**src/rtl/conversor_pkg.sv**
```systemverilog
// Shared types and constants for the stopwatch display converter.
// State encoding, segment codes and default sizes.
package conversor_pkg;

    localparam int WIDTH_DEF  = 15;
    localparam int DIGITS_DEF = 5;

    typedef enum logic [1:0] {
        OCIOSO,
        CONVERTE,
        PUBLICA
    } estado_t;

    // Active-low segments, bit order {g,f,e,d,c,b,a}
    localparam logic [6:0] SEG_BLANK = 7'h7F;
    localparam logic [6:0] SEG_0     = 7'h40;
    localparam logic [6:0] SEG_1     = 7'h79;
    localparam logic [6:0] SEG_2     = 7'h24;
    localparam logic [6:0] SEG_3     = 7'h30;
    localparam logic [6:0] SEG_4     = 7'h19;
    localparam logic [6:0] SEG_5     = 7'h12;
    localparam logic [6:0] SEG_6     = 7'h02;
    localparam logic [6:0] SEG_7     = 7'h78;
    localparam logic [6:0] SEG_8     = 7'h00;
    localparam logic [6:0] SEG_9     = 7'h10;

endpackage

```
**src/rtl/bcd_para_7seg.sv**
```systemverilog
// Combinational BCD digit to active-low 7-segment decoder.
// Non-decimal codes and an asserted blank input give all segments off.
module bcd_para_7seg
    import conversor_pkg::*;
(
    input  logic [3:0] digito,
    input  logic       apaga,
    output logic [6:0] seg
);

    // Look up the segment pattern, blank overrides the digit
    always_comb begin
        seg = SEG_BLANK;
        if (!apaga) begin
            case (digito)
                4'd0:    seg = SEG_0;
                4'd1:    seg = SEG_1;
                4'd2:    seg = SEG_2;
                4'd3:    seg = SEG_3;
                4'd4:    seg = SEG_4;
                4'd5:    seg = SEG_5;
                4'd6:    seg = SEG_6;
                4'd7:    seg = SEG_7;
                4'd8:    seg = SEG_8;
                4'd9:    seg = SEG_9;
                default: seg = SEG_BLANK;
            endcase
        end
    end

endmodule

```
**src/rtl/conversor_display.sv**
```systemverilog
// Binary to BCD (sequential double-dabble) and 7-segment display stage.
// Optional leading-zero blanking of hex4..hex2 with CONVERSOR_BLANK_EN.
module conversor_display
    import conversor_pkg::*;
#(
    parameter int WIDTH  = WIDTH_DEF,
    parameter int DIGITS = DIGITS_DEF
) (
    input  logic                  clk,
    input  logic                  rst,
    input  logic [WIDTH-1:0]      valor,
    output logic [4*DIGITS-1:0]   bcd,
    output logic [6:0]            hex0,
    output logic [6:0]            hex1,
    output logic [6:0]            hex2,
    output logic [6:0]            hex3,
    output logic [6:0]            hex4,
    output logic                  ocupado,
    output logic                  pronto
);

    localparam int BW = 4 * DIGITS;
    localparam int CW = $clog2(WIDTH);

`ifdef CONVERSOR_BLANK_EN
    localparam logic [4:0] APAGA_RST = 5'b11100;
`else
    localparam logic [4:0] APAGA_RST = 5'b00000;
`endif

    estado_t           est_q, est_d;
    logic [WIDTH-1:0]  sr_q, sr_d;
    logic [WIDTH-1:0]  lat_q, lat_d;
    logic [WIDTH-1:0]  ult_q, ult_d;
    logic [BW-1:0]     acc_q, acc_d;
    logic [BW-1:0]     bcd_q, bcd_d;
    logic [CW-1:0]     cnt_q, cnt_d;
    logic              pronto_q, pronto_d;
    logic [6:0]        hex_q [5];
    logic [6:0]        hex_d [5];
    logic [6:0]        seg_w [5];
    logic [4:0]        apaga;
    logic [BW-1:0]     adj;
    logic [BW+WIDTH-1:0] desl;

    // Add 3 to every nibble of 5 or more before the shift
    always_comb begin
        adj = acc_q;
        for (int i = 0; i < DIGITS; i++) begin
            if (acc_q[4*i +: 4] >= 4'd5)
                adj[4*i +: 4] = acc_q[4*i +: 4] + 4'd3;
        end
    end

    assign desl = {adj, sr_q} << 1;

    // Leading-zero suppression decided on the finished accumulator
    always_comb begin
        apaga = '0;
`ifdef CONVERSOR_BLANK_EN
        apaga[4] = (acc_q[19:16] == 4'd0);
        apaga[3] = apaga[4] && (acc_q[15:12] == 4'd0);
        apaga[2] = apaga[3] && (acc_q[11:8] == 4'd0);
`endif
    end

    for (genvar g = 0; g < 5; g++) begin : g_dec
        bcd_para_7seg u_dec (
            .digito (acc_q[4*g +: 4]),
            .apaga  (apaga[g]),
            .seg    (seg_w[g])
        );
    end

    // Next-state and datapath control for sample, convert, publish
    always_comb begin
        est_d    = est_q;
        sr_d     = sr_q;
        lat_d    = lat_q;
        ult_d    = ult_q;
        acc_d    = acc_q;
        bcd_d    = bcd_q;
        cnt_d    = cnt_q;
        hex_d    = hex_q;
        pronto_d = 1'b0;
        unique case (est_q)
            OCIOSO: begin
                if (valor != ult_q) begin
                    sr_d  = valor;
                    lat_d = valor;
                    acc_d = '0;
                    cnt_d = '0;
                    est_d = CONVERTE;
                end
            end
            CONVERTE: begin
                acc_d = desl[BW+WIDTH-1:WIDTH];
                sr_d  = desl[WIDTH-1:0];
                cnt_d = cnt_q + CW'(1);
                if (cnt_q == CW'(WIDTH - 1))
                    est_d = PUBLICA;
            end
            PUBLICA: begin
                bcd_d    = acc_q;
                hex_d    = seg_w;
                ult_d    = lat_q;
                pronto_d = 1'b1;
                est_d    = OCIOSO;
            end
            default: est_d = OCIOSO;
        endcase
    end

    // State and output registers, cleared asynchronously
    always_ff @(posedge clk or posedge rst) begin
        if (rst) begin
            est_q    <= OCIOSO;
            sr_q     <= '0;
            lat_q    <= '0;
            ult_q    <= '0;
            acc_q    <= '0;
            bcd_q    <= '0;
            cnt_q    <= '0;
            pronto_q <= 1'b0;
            for (int i = 0; i < 5; i++)
                hex_q[i] <= APAGA_RST[i] ? SEG_BLANK : SEG_0;
        end else begin
            est_q    <= est_d;
            sr_q     <= sr_d;
            lat_q    <= lat_d;
            ult_q    <= ult_d;
            acc_q    <= acc_d;
            bcd_q    <= bcd_d;
            cnt_q    <= cnt_d;
            pronto_q <= pronto_d;
            for (int i = 0; i < 5; i++)
                hex_q[i] <= hex_d[i];
        end
    end

    assign bcd     = bcd_q;
    assign hex0    = hex_q[0];
    assign hex1    = hex_q[1];
    assign hex2    = hex_q[2];
    assign hex3    = hex_q[3];
    assign hex4    = hex_q[4];
    assign pronto  = pronto_q;
    assign ocupado = (est_q != OCIOSO);

endmodule

```
**config.mk**
```make
export PLATFORM = sky130hd
export DESIGN_NAME = conversor_display
export DESIGN_NICKNAME = d
export VERILOG_FILES = /design/src/rtl/conversor_pkg.sv /design/src/rtl/bcd_para_7seg.sv /design/src/rtl/conversor_display.sv
export SDC_FILE = /design/constraint.sdc
export NUM_CORES = 1
export LEC_CHECK = 0
export ABC_AREA = 0
export BUFFER_PORTS_ARGS = -buffer_cell sky130_fd_sc_hd__buf_2
export CORE_MARGIN = 10
export CORE_UTILIZATION = 40
export CTS_BUF_LIST = sky130_fd_sc_hd__clkbuf_4 sky130_fd_sc_hd__clkbuf_8
export DETAILED_ROUTE_END_ITERATION = 6
export HOLD_SLACK_MARGIN = 0.05
export PLACE_DENSITY = 0.68
export SETUP_SLACK_MARGIN = 0.5
export SLEW_MARGIN = 20
export SYNTH_ARGS = -nofsm -noshare
export SYNTH_HDL_FRONTEND = slang
export SYNTH_SLANG_ARGS = --single-unit
export TNS_END_PERCENT = 20
```
**constraint.sdc**
```tcl
create_clock -name clk -period 5.1 [get_ports clk]
set_clock_uncertainty 0.2 [all_clocks]
set_input_delay 0.255 -clock clk [delete_from_list [all_inputs] [get_ports clk]]
set_output_delay 0.255 -clock clk [all_outputs]
set_load 0.05 [all_outputs]
```
==> summary.md <==
| Metric | Value |
|---|---|
| Pint | `3.06 mW` |
| VDD IR max | `0.258 mV` |
| Max Cap Viol | `0` |
| Net Sw Frac | `45.1%` |
| Total track usage | `13.0%` |
| Post-CTS Setup Bufs | `0` |
| R2R cell count | `4` |
| Setup TNS | `0 ns` |
| Number of global-route vias before repair | `4505` |
| CP Capture Type | `flip-flop` |
| Hold Path Depth | `2` |
| Fraction of registers with async set or reset after synthesis | `100%` |
| Pwr dens | `747 nW/um^2` |
| Yosys reg bits | `127` |
| Combinational power share | `47.9%` |
| First-pass GRT wire length | `22.9 mm` |
| Seq/Total Area, Yosys | `50.6%` |
| Seq pwr share | `33.7%` |
| Most frequent cells in the layout | `162 x nand2_1, 122 x dfrtp_1, 74 x o21ai_0` |
| Reg-to-reg critical path startpoint | `ult_q[1]$_DFFE_PP0P_` |
| CTS tree | `yes` |
| CP startpoint kind | `primary input` |
| Total wire length | `13.5 mm` |
| R2R Setup Slk | `2.60 ns` |
| Clk slew on worst S/H paths | `0.07 ns` |
| First drt pass iteration count | `4` |
| TritonCTS buffer count | `17` |
| Data required time of the critical path | `5.22 ns` |
| Post-synth cell types | `38` |
| Final Power | `5.57 mW` |
| PortBufs | `73` |
| WHS Endpoint | `ult_q[10]$_DFFE_PP0P_` |
| Ys flop type | `dfrtp_1` |
| Number of synthesized flops with an enable pin | `0` |
| Worst reg2reg path endpoint | `lat_q[14]$_DFFE_PP0P_` |
| Drt drc | `0` |
| P_sw | `2.51 mW` |
| Clk_lat worst skew | `0.44 ns` |
| Drt wl/cell | `14.5 um` |
| First DRT Iteration DRCs | `251` |
| Outcome | `complete, no violations` |
| ANT nets after route | `0` |
| Critical path type | `in2reg` |
| Antenna violations before repair | `0` |
| Rel. slew slack | `45.3%` |
| Lkg Pwr | `3.66 nW` |
| CTS Buffer Depth | `2` |
| Crit path arrival time | `2.69 ns` |
| Final cell count without fillers | `936` |
| Final count of hold timing violations | `0` |
| Fin crit share | `50.5%` |
| RSZ-0062 raised after global routing | `false` |
| Setup violators final | `0` |
| Remaining Overflow, GRT | `0` |
| Final Slew Violations | `0` |
| Critical path launch point | `valor[1]` |
| Syn-to-layout area delta | `18.5%` |
| CTS Root Buffer Type | `clkbuf_8` |
| Cell row count | `45` |
| Final #Nets | `756` |
| Critical Path Fanout Max | `18` |
| Hold_sp | `lat_q[10]$_DFFE_PP0P_` |
| Setup Slack @ Placement | `2.59 ns` |
| Syn Area/Cell | `9.92 um^2` |
| Clock sinks | `127` |
| Die area | `21100 um^2` |
| Vias | `4569` |
| Hold crit path type | `reg2reg` |
| Clock power share | `18.4%` |
| Filler instances | `1477` |
| Vias per std cell | `4.88` |
| CTS HTree Levels | `4` |
| Io pins | `74` |
| Routability cong. | `0.806` |
| Worst-margin pin slew | `0.820 ns` |
| HPWL Detailed | `9.27 mm` |
| Core area | `15300 um^2` |
| DIE HEIGHT | `145 um` |
| Fmax | `0.388 GHz` |
| Initial core utilization | `41.1%` |
| Die width | `145 um` |
| Placed cells | `888` |
| Yosys warns | `0` |
| Antenna cells | `0` |
| Most common cell after layout, fill and taps aside | `nand2_1` |
| Post-Syn Area | `6290 um^2` |
| Final Critical Period | `2.57 ns` |
| Final worst setup slack | `2.53 ns` |
| Syn Nets | `678` |
| Share of cells above drive strength 1 | `23.2%` |
| Post-Synthesis Cells | `634` |
| Largest net degree at the start of global routing | `124` |
-- worst max-delay path by stage --
| stage | cells past startpoint | slack [ns] | to |
|---|---|---|---|
| 5_1_grt | 7 | 2.43 | sr_q[7]$_DFFE_PP0P_ |
| 6_report | 6 | 2.53 | lat_q[14]$_DFFE_PP0P_ |
| 2_1_floorplan | 1 | 1.27 | acc_q[0]$_DFFE_PP0P_ |
| 3_3_place_gp | 4 | 2.62 | lat_q[6]$_DFFE_PP0P_ |
| 4_1_cts | 6 | 2.53 | lat_q[14]$_DFFE_PP0P_ |
| 3_5_place_dp | 5 | 2.59 | sr_q[4]$_DFFE_PP0P_ |
-- stage by stage --
step | utilization, % | area (um^2) | hold slack (ns)
2_1_floorplan | - | 6290 | 0.177
3_3_place_gp | 44.5 | 6810 | 0.244
3_5_place_dp | 44.5 | 6810 | 0.246
4_1_cts | 48.6 | 7440 | 0.269
5_1_grt | 48.6 | 7450 | 0.288
6_report | 48.6 | 7450 | 0.266
-- flip-flops by register name, summed over array words and instances, names as in the netlist --
| name | cells |
|---|---|
| acc_q | 20 |
| bcd | 20 |
| cnt_q | 4 |
| est_q | 2 |
| hex0 | 7 |
| hex1 | 7 |
| hex2 | 7 |
| hex3 | 7 |
| hex4 | 7 |
| lat_q | 15 |
| pronto | 1 |
| sr_q | 15 |
| ult_q | 15 |
-- power groups by stage --
stage                     combinational [mW]  sequential [mW]  clock, mW
after floorplan                         1.58             2.39          0
after global placement                  2.65             1.88          0
after detailed placement                2.69             1.89          0
after CTS                               2.70             1.88       1.05
after global routing                    2.95             1.96       1.10
final                                   2.67             1.88       1.02
-- per-layer routing --
metal	track usage, %	vias to the layer above	wire [um]
li1	-	2294	-
met5	0	-	0
met4	3.79	0	102
met1	17.5	2171	6660
met2	19.5	96	6180
met3	4.10	8	591
-- Yosys cell counts, drive strengths merged (3+ instances only) --
cell type | instances | area share (%)
nor4 | 4 | 1.2
o22ai | 19 | 2.9
xor2 | 16 | 2.2
nor3b | 4 | 0.48
nor3 | 3 | 0.24
buf | 5 | 0.74
o21ai | 74 | 5.9
clkbuf | 30 | 1.8
nand2 | 162 | 9.7
ha | 27 | 5.4
a21oi | 23 | 1.8
dfstp | 5 | 2.1
nand3 | 3 | 0.24
nor2 | 17 | 1.0
inv | 32 | 1.9
mux2 | 34 | 6.6
xnor2 | 10 | 1.4
o221ai | 5 | 0.70
nand2b | 8 | 0.80
mux2i | 7 | 1.1
dfrtp | 122 | 49
o31ai | 12 | 1.4
-- cell families (layout without fill, tap and decap cells) --
| family | count (synthesis) | count (layout) | share of synthesized area (%) |
|---|---|---|---|
| AND/OR/NAND/NOR | 204 | 204 | 13.9 |
| AO/OA/AOI/OAI | 141 | 141 | 14.2 |
| flip-flops | 127 | 127 | 50.6 |
| buffers and inverters | 68 | 159 | 4.50 |
| multiplexers | 41 | 41 | 7.74 |
| adder cells (fa/ha/maj) | 27 | 27 | 5.37 |
| XOR/XNOR | 26 | 26 | 3.62 |
-- layout make-up --
type	instances	area, um^2	area share, %
Clock inverter	10	181	2.44
Multi-Input combinational cell	439	2840	38.1
Timing Repair Buffer	94	567	7.61
Tap cell	211	264	3.54
Inverter	33	126	1.70
Clock buffer	22	290	3.90
Sequential cell	127	3180	42.7
-- critical path: stages --
cell and delay, ns:
dlygate4sd3_1 0.53, buf_2 0.14, xor2_1 0.16, nor4_4 0.42
a41o_1 0.76, mux2_2 0.41
-- repair_timing --
action | CTS | global route
hold buffers | 16 | 0
endpoints found under the hold margin | 152 | 0
setup endpoints to repair | 0 | 0
gates resized for setup | 0 | 0
Power figures use the tool's default switching activity.
